`src/rtl/mem_access_unit.sv`:
```
// Load/store access unit: turns byte-addressed requests into word-aligned memory
// accesses, splitting boundary-crossing accesses over two cycles and aligning loads.
module mem_access_unit #(
  parameter int unsigned DM_ADDRESS = 9,
  parameter int unsigned DATA_W     = 32
) (
  input  logic                  clk,
  input  logic                  rst_n,
  input  logic                  req_valid,
  input  logic                  req_read,
  input  logic                  req_write,
  input  logic [DM_ADDRESS-1:0] req_addr,
  input  logic [DATA_W-1:0]     req_wdata,
  input  logic [2:0]            req_funct3,
  output logic                  stall,
  output logic                  resp_valid,
  output logic [DATA_W-1:0]     resp_rdata,
  output logic [DM_ADDRESS-1:0] mem_addr,
  output logic                  mem_we,
  output logic [3:0]            mem_be,
  output logic [DATA_W-1:0]     mem_wdata,
  input  logic [DATA_W-1:0]     mem_rdata
);

  localparam int unsigned WORD_AW = DM_ADDRESS - 2;

  typedef enum logic {IDLE, SECOND} state_t;

  state_t state, state_nxt;

  // Access size in bytes from funct3[1:0]; 11 behaves as a word.
  function automatic logic [2:0] size_of(input logic [1:0] f);
    case (f)
      2'b00:   return 3'd1;
      2'b01:   return 3'd2;
      default: return 3'd4;
    endcase
  endfunction

  function automatic logic [3:0] mask_of(input logic [2:0] sz);
    case (sz)
      3'd1:    return 4'b0001;
      3'd2:    return 4'b0011;
      default: return 4'b1111;
    endcase
  endfunction

  function automatic logic [DATA_W-1:0] extend(input logic [DATA_W-1:0] d,
                                               input logic [2:0] sz,
                                               input logic sgn);
    case (sz)
      3'd1:    return {{(DATA_W-8){sgn & d[7]}}, d[7:0]};
      3'd2:    return {{(DATA_W-16){sgn & d[15]}}, d[15:0]};
      default: return d;
    endcase
  endfunction

  logic [2:0] req_size;
  logic [3:0] req_mask;
  logic [1:0] off;
  logic [4:0] sh_first;
  logic       split;
  logic       active;
  logic       op_read;
  logic       op_write;

  logic               lat_read;
  logic               lat_write;
  logic [2:0]         lat_size;
  logic               lat_sign;
  logic [1:0]         lat_off;
  logic [DATA_W-1:0]  lat_wdata;
  logic [DATA_W-1:0]  lat_low;
  logic [WORD_AW-1:0] lat_word;

  logic [2:0] inv;
  logic [5:0] sh_second;

  logic              take_split;
  logic              resp_valid_nxt;
  logic [DATA_W-1:0] resp_rdata_nxt;

  // Request decode; a load wins over a simultaneous store.
  always_comb begin
    req_size  = size_of(req_funct3[1:0]);
    req_mask  = mask_of(req_size);
    off       = req_addr[1:0];
    sh_first  = {off, 3'b000};
    split     = (4'(req_size) + 4'(off)) > 4'd4;
    active    = req_valid & (req_read | req_write);
    op_read   = req_read;
    op_write  = req_write & ~req_read;
    inv       = 3'd4 - {1'b0, lat_off};
    sh_second = {inv, 3'b000};
  end

  // Next state, memory-side drive and load assembly.
  always_comb begin
    state_nxt      = state;
    stall          = 1'b0;
    mem_addr       = '0;
    mem_we         = 1'b0;
    mem_be         = 4'b0000;
    mem_wdata      = '0;
    take_split     = 1'b0;
    resp_valid_nxt = 1'b0;
    resp_rdata_nxt = resp_rdata;
    case (state)
      IDLE: begin
        if (active) begin
          mem_addr  = {req_addr[DM_ADDRESS-1:2], 2'b00};
          mem_be    = 4'({4'b0000, req_mask} << off);
          mem_wdata = req_wdata << sh_first;
          mem_we    = op_write;
          if (split) begin
            stall      = 1'b1;
            take_split = 1'b1;
            state_nxt  = SECOND;
          end else if (op_read) begin
            resp_valid_nxt = 1'b1;
            resp_rdata_nxt = extend(mem_rdata >> sh_first, req_size, ~req_funct3[2]);
          end
        end
      end
      SECOND: begin
        mem_addr  = {lat_word + WORD_AW'(1), 2'b00};
        mem_be    = mask_of(lat_size) >> inv;
        mem_wdata = lat_wdata >> sh_second;
        mem_we    = lat_write;
        state_nxt = IDLE;
        if (lat_read) begin
          resp_valid_nxt = 1'b1;
          resp_rdata_nxt = extend(lat_low | (mem_rdata << sh_second), lat_size, lat_sign);
        end
      end
      default: state_nxt = IDLE;
    endcase
  end

  // State, response and split-context registers.
  always_ff @(posedge clk or negedge rst_n) begin
    if (!rst_n) begin
      state      <= IDLE;
      resp_valid <= 1'b0;
      resp_rdata <= '0;
      lat_read   <= 1'b0;
      lat_write  <= 1'b0;
      lat_size   <= 3'd0;
      lat_sign   <= 1'b0;
      lat_off    <= 2'd0;
      lat_wdata  <= '0;
      lat_low    <= '0;
      lat_word   <= '0;
    end else begin
      state      <= state_nxt;
      resp_valid <= resp_valid_nxt;
      resp_rdata <= resp_rdata_nxt;
      if (take_split) begin
        lat_read  <= op_read;
        lat_write <= op_write;
        lat_size  <= req_size;
        lat_sign  <= ~req_funct3[2];
        lat_off   <= off;
        lat_wdata <= req_wdata;
        lat_low   <= mem_rdata >> sh_first;
        lat_word  <= req_addr[DM_ADDRESS-1:2];
      end
    end
  end

endmodule

```
`config.mk`:
```
export PLATFORM = sky130hd
export DESIGN_NAME = mem_access_unit
export DESIGN_NICKNAME = d
export VERILOG_FILES = /design/src/rtl/mem_access_unit.sv
export SDC_FILE = /design/constraint.sdc
export NUM_CORES = 1
export LEC_CHECK = 0
export CORE_MARGIN = 2
export CORE_UTILIZATION = 36
export CTS_BUF_LIST = sky130_fd_sc_hd__clkbuf_2 sky130_fd_sc_hd__clkbuf_4 sky130_fd_sc_hd__clkbuf_8
export CTS_CLUSTER_SIZE = 14
export DETAILED_ROUTE_END_ITERATION = 10
export SYNTH_ARGS = -nofsm -noshare
export SYNTH_HDL_FRONTEND = slang
export SYNTH_SLANG_ARGS = --single-unit
```
`constraint.sdc`:
```
create_clock -name clk -period 3.75 [get_ports clk]
set_input_delay 0.75 -clock clk [delete_from_list [all_inputs] [get_ports clk]]
set_output_delay 0.75 -clock clk [all_outputs]
set_load 0.01 [all_outputs]
```
Word level (Yosys, flattened, before mapping)
Cells that the tools add are included.
- $add $sub $neg: 3
- multipliers: 0
- divide/modulo/power cells: 0
- $lt $le $gt $ge: 1
- eq/ne operators: 9
- shifts and indexed selects: 6
- mux-type cells: 28
- bitwise logic cells: 11
- reduce and logical (&&, ||, !) cells: 2
- operators with widths (operator ; count):
    one-hot mux 32 bit (2 select lines) ; 4
    two-way mux 32 bit ; 5
    bitwise OR 32 bit ; 1
    << shifter 32 x 5 -> 32 bit ; 1
    << shifter 32 x 6 -> 32 bit ; 1
    >> shifter 32 x 5 -> 32 bit ; 1
    >> shifter 32 x 6 -> 32 bit ; 1
    one-hot mux 4 bit (2 select lines) ; 3
    one-hot mux 9 bit (2 select lines) ; 1
    two-way mux 9 bit ; 1
    two-way mux 1 bit ; 8
    two-way mux 4 bit ; 2
    adder 7 x 1 -> 7 bit, second input constant ; 1
    bitwise AND 1 bit ; 6
    == test 3 x 1 -> 1 bit, second input constant ; 2
    == test 3 x 2 -> 1 bit, second input constant ; 2
    != test 2 bit, second input constant ; 3
    one-hot mux 1 bit (2 select lines) ; 3
    one-hot mux 3 bit (2 select lines) ; 1
    adder 3 x 2 -> 4 bit ; 1
    greater-than comparator 4 x 3 -> 1 bit, second input constant ; 1
    AND reduction 4 bit ; 1
    << shifter 4 x 2 -> 4 bit ; 1
    >> shifter 4 x 3 -> 4 bit ; 1
    other kinds (6) ; 8
- bits in registers: 113
- bits in latches: 0
- memory bits (writable): 0
- bits in read-only memories: 0
- bits of input ports: 81
- output and inout bits: 80
- word-level logic and storage cells: 71
- memories kept: 0

Longest topological paths before layout
- depth in word-level cells: 8
- gate-level depth with buffers: 12
- mapped depth without buffers: 9

Least setup slack after synthesis
No wires, ideal clock.
- kind: input port to output port
- start: in req_funct3[1]
- end: out stall
- arrival: 3.291 ns
- required time: 3.000 ns
- slack: -0.291 ns
- cell stages on the path: 11
- path buffers: 3
- path through: clkbuf_1 -> nor2_1 -> ha_1 -> fa_1 -> nand2b_4 -> a221o_1 -> a22o_1 -> nand2_1 -> buf_2 -> buf_2 -> inv_1
- longest elaborated chain between the ends: 7
- RTL lines (what ; RTL line ; text):
    start: declaration ; 14 ; input logic [2:0] req_funct3,
    == test 2 x 1 -> 1 bit / zero test 2 bit (equally long branches) ; 33 ; case (f)
    one-hot mux 3 bit (2 select lines) (*) ; 33 ;
    via req_size[0] ; 58 ; logic [2:0] req_size;
    adder 3 x 2 -> 4 bit (*) ; 89 ; split = (4'(req_size) + 4'(off)) > 4'd4;
    greater-than comparator 4 x 3 -> 1 bit (*) ; 89 ;
    two-way mux 1 bit (*) ; 115 ; if (split) begin
    two-way mux 1 bit (*) ; 110 ; if (active) begin
    two-way mux 1 bit (*) ; 108 ; case (state)
    end: declaration ; 15 ; output logic stall,
Mark *: on every way through the listed nets, which the timed path passes. The rest lies on a longest branch.

Worst setup path in the final report
- start: in req_valid
- end: out mem_wdata[21]
- longest elaborated chain between the ends: 3
- RTL lines (what ; RTL line ; text):
    start: declaration ; 9 ; input logic req_valid,
    bitwise AND 1 bit ; 90 ; active = req_valid & (req_read | req_write);
    two-way mux 32 bit ; 110 ;
    one-hot mux 32 bit (2 select lines) ; 108 ;
    end: declaration ; 21 ; output logic [DATA_W-1:0] mem_wdata,
No other way between the ends.

==> flow_summary.ini <==
[power_and_ir_drop]
switchingPower_uw = 2010
internal-power_uw = 3600
p_leak_uw = 0.00428
swShare = 0.359
comb_power_share = 0.459
powerDensity_nw_per_um2 = 560
clkPwrFrac = 0.207
p_seq_frac = 0.334
peakVddDrop_uv = 266

[placement]
dp_hpwl_mm = 16.8
place.gp.congestion = 0.830
post_dp_cell_area_um2 = 9620
numPortBuffers = 158
placedCellCount = 1135

[synthesis]
synth_edf_count = 0
synth_compound_area_frac = 0.175
synth_xor_area_frac = 0.00692
syn_area_per_cell_um2 = 10.6
syn_area_um2 = 7590
ys_seq_area_frac = 0.372
synthSimpleGateAreaFrac = 0.0923
synth_top_area_cell = dfrtp_1
postSynth.asyncResetShare = 1.00
synth_top_area_frac = 0.372
synth.top_cells.by_area = dfrtp_1, mux2_2, mux2i_1
synth-seq-cells = 113
synthMuxAreaShare = 0.296
netlist_instances = 715
ys_types = 54
ys.flop_type = dfrtp_1
ys_warn_count = 0
synth_fa_ha_area_frac = 0.0109
synth_top_family_by_area = multiplexers

[cts]
cts-root-buf = clkbuf_8
clk_latency_ns = 0.45
cts_setup_buffers = 0
cts_buffers = 17
cts.sinks = 113
h-tree-depth = 4
cts_hold_buf = 0
path_clk_slew_ns = 0.07
cts_max_path_buffers = 2
cts_tree = done

[timing]
slew_headroom = 0.441
slew_violations = 0
tightestPinTransition_ns = 0.836
min_period_ns = 3.64
holdWs_ns = 0.278
finalSetupTns_ns = 0
hold_violations = 0
rsz0062_at_grt = false
finalSetupViolCount = 0
post-route-period-util = 0.971
finClkSkew_ns = 0.0143
max_freq_mhz = 275

[cells_and_area]
final_util = 0.480
fillers = 2016
final_common_cell = clkdlybuf4s50_1
nets = 966
final_cell_mix = clkdlybuf4s50_1, dfrtp_1, mux2_2
drive_above_1_share = 0.251
diodes = 0
fin_cells = 1166
syn2layout_area_growth_pct = 32.0
fin_area_um2 = 10000

[die]
fp.dieH_um = 149
die-area_um2 = 22300
core-area_um2 = 20900
initial_core_util = 0.364
num_io_pins = 161
fp-row-count = 53
dieWidth_um = 149

[setup_path]
required_ns = 3.00
cp_cell_sequence = clkdlybuf4s50_1, nor2b_1, o21a_2, buf_4, and3_1, buf_4, a2bb2oi_1, o21ai_0, clkdlybuf4s50_1
r2r_slack_ns = 1.05
critPathMaxStageDelay_ns = 0.59
critical_path_class = primary input to output port
arrival_ns = 2.89
worst_path_max_delay_cell = clkdlybuf4s50_1
endpoint_kind = output port
crit_fanout = 5
cp-start-kind = primary input

[global_routing]
grt_pass1_wl_mm = 37.7
antenna_found_initial = 0
grtUsageTotal = 0.221
grt_pass1_vias = 6403
gr-total-overflow = 0
grt_max_degree = 55

[detailed_routing]
routed_wl_mm = 24.2
drc = 0
drt_iter0_drc = 498
ant_nets = 0
drtPass1Iterations = 5
viasPerCell = 5.58
vias = 6506
wl_per_cell_um = 20.8

[flow_run]
cap_violations = 0

[worst_hold_path]
min_path_type = primary input to async pin

[outcome]
status = completed
==> layout make-up <==
class / count / area [um2] / share of cell area
Sequential cell: 113 / 2830 / 0.282
Inverter: 13 / 60.1 / 0.00599
Timing Repair Buffer: 202 / 1950 / 0.194
Clock buffer: 21 / 277 / 0.0276
Clock inverter: 10 / 111 / 0.0111
Multi-Input combinational cell: 532 / 4450 / 0.444
Tap cell: 275 / 344 / 0.0343
==> path summary, 6_finish.rpt <==
path | startpoint | to | depth (start not counted)
max | req_valid | mem_wdata[21] | 9
min | rst_n | lat_wdata[27] | 1
max reg2reg | lat_off[0] | resp_rdata[18] | 9
min reg2reg | lat_low[27] | lat_low[27] | 1
max in group asynchronous | rst_n | lat_low[16] | 2
min in group clk | lat_low[27] | lat_low[27] | 1
==> sequential cells by signal, summed over array words and instances, names as in the netlist <==
name,flops
lat_low,32
lat_wdata,32
resp_rdata,32
lat_word,7
lat_size,3
lat_off,2
lat_read,1
lat_sign,1
lat_write,1
resp_valid,1
state,1
==> metrics by stage <==
step | power, uW | worst slack, ns
finish | 5610 | 0.110
global route | 5960 | 0.0198
CTS | 5640 | 0.0384
detailed placement | 4450 | -0.345
global placement | 4440 | -0.308
floorplan | 3430 | 0.00572
==> worst max-delay path: cells and delay by family <==
kind                   cells  cell delay, ns
AO/OA/AOI/OAI              3            0.40
buffers and inverters      4            1.38
AND/OR/NAND/NOR            2            0.35
==> cells in the mapped netlist (5+ instances only) <==
cell	instances
a21oi_1	34
inv_1	11
a2bb2oi_1	8
a22o_1	11
a32o_1	9
o31ai_1	6
mux2i_1	75
nand4_1	9
and2_1	9
nand2_1	32
nor2_1	58
nor2b_1	6
nand3_1	19
o31ai_2	10
mux4_2	15
a221o_1	18
o22ai_1	10
clkbuf_1	19
o2bb2ai_1	7
mux2_4	9
a21bo_2	8
buf_2	26
dfrtp_1	113
o21ai_0	40
ha_1	5
mux2_2	91
a211oi_1	7
buf_1	7
==> power by group through the flow <==
stage	logic, uW	clock network [uW]	registers (uW)
2_1_floorplan	1540	0	1900
3_3_place_gp	2560	0	1880
3_5_place_dp	2550	0	1900
4_1_cts	2570	1190	1870
5_1_grt	2780	1240	1930
6_report	2570	1160	1870
==> logic make-up (layout without fill, tap and decap cells) <==
group,Yosys count,in the layout
AND/OR/NAND/NOR,149,149
adder cells (fa/ha/maj),6,6
other,1,2
multiplexers,190,190
XOR/XNOR,6,6
AO/OA/AOI/OAI,179,179
buffers and inverters,71,246
flip-flops,113,113
==> per-layer routing <==
layer  share of wire  track usage  vias to the layer above
met1            0.46        0.314                     3237
met4           0.015       0.0567                        0
met2            0.46        0.343                      221
met5               0            0                        -
met3           0.064       0.0483                       32
li1                -            -                     3016
==> what timing repair did <==
action | 4_1_cts | 5_1_grt
gates resized for setup | 4 | 5
gates cloned | 0 | 0
setup endpoints to repair | 10 | 23
pin swaps | 0 | 0
(Power assumes the default switching activity.)
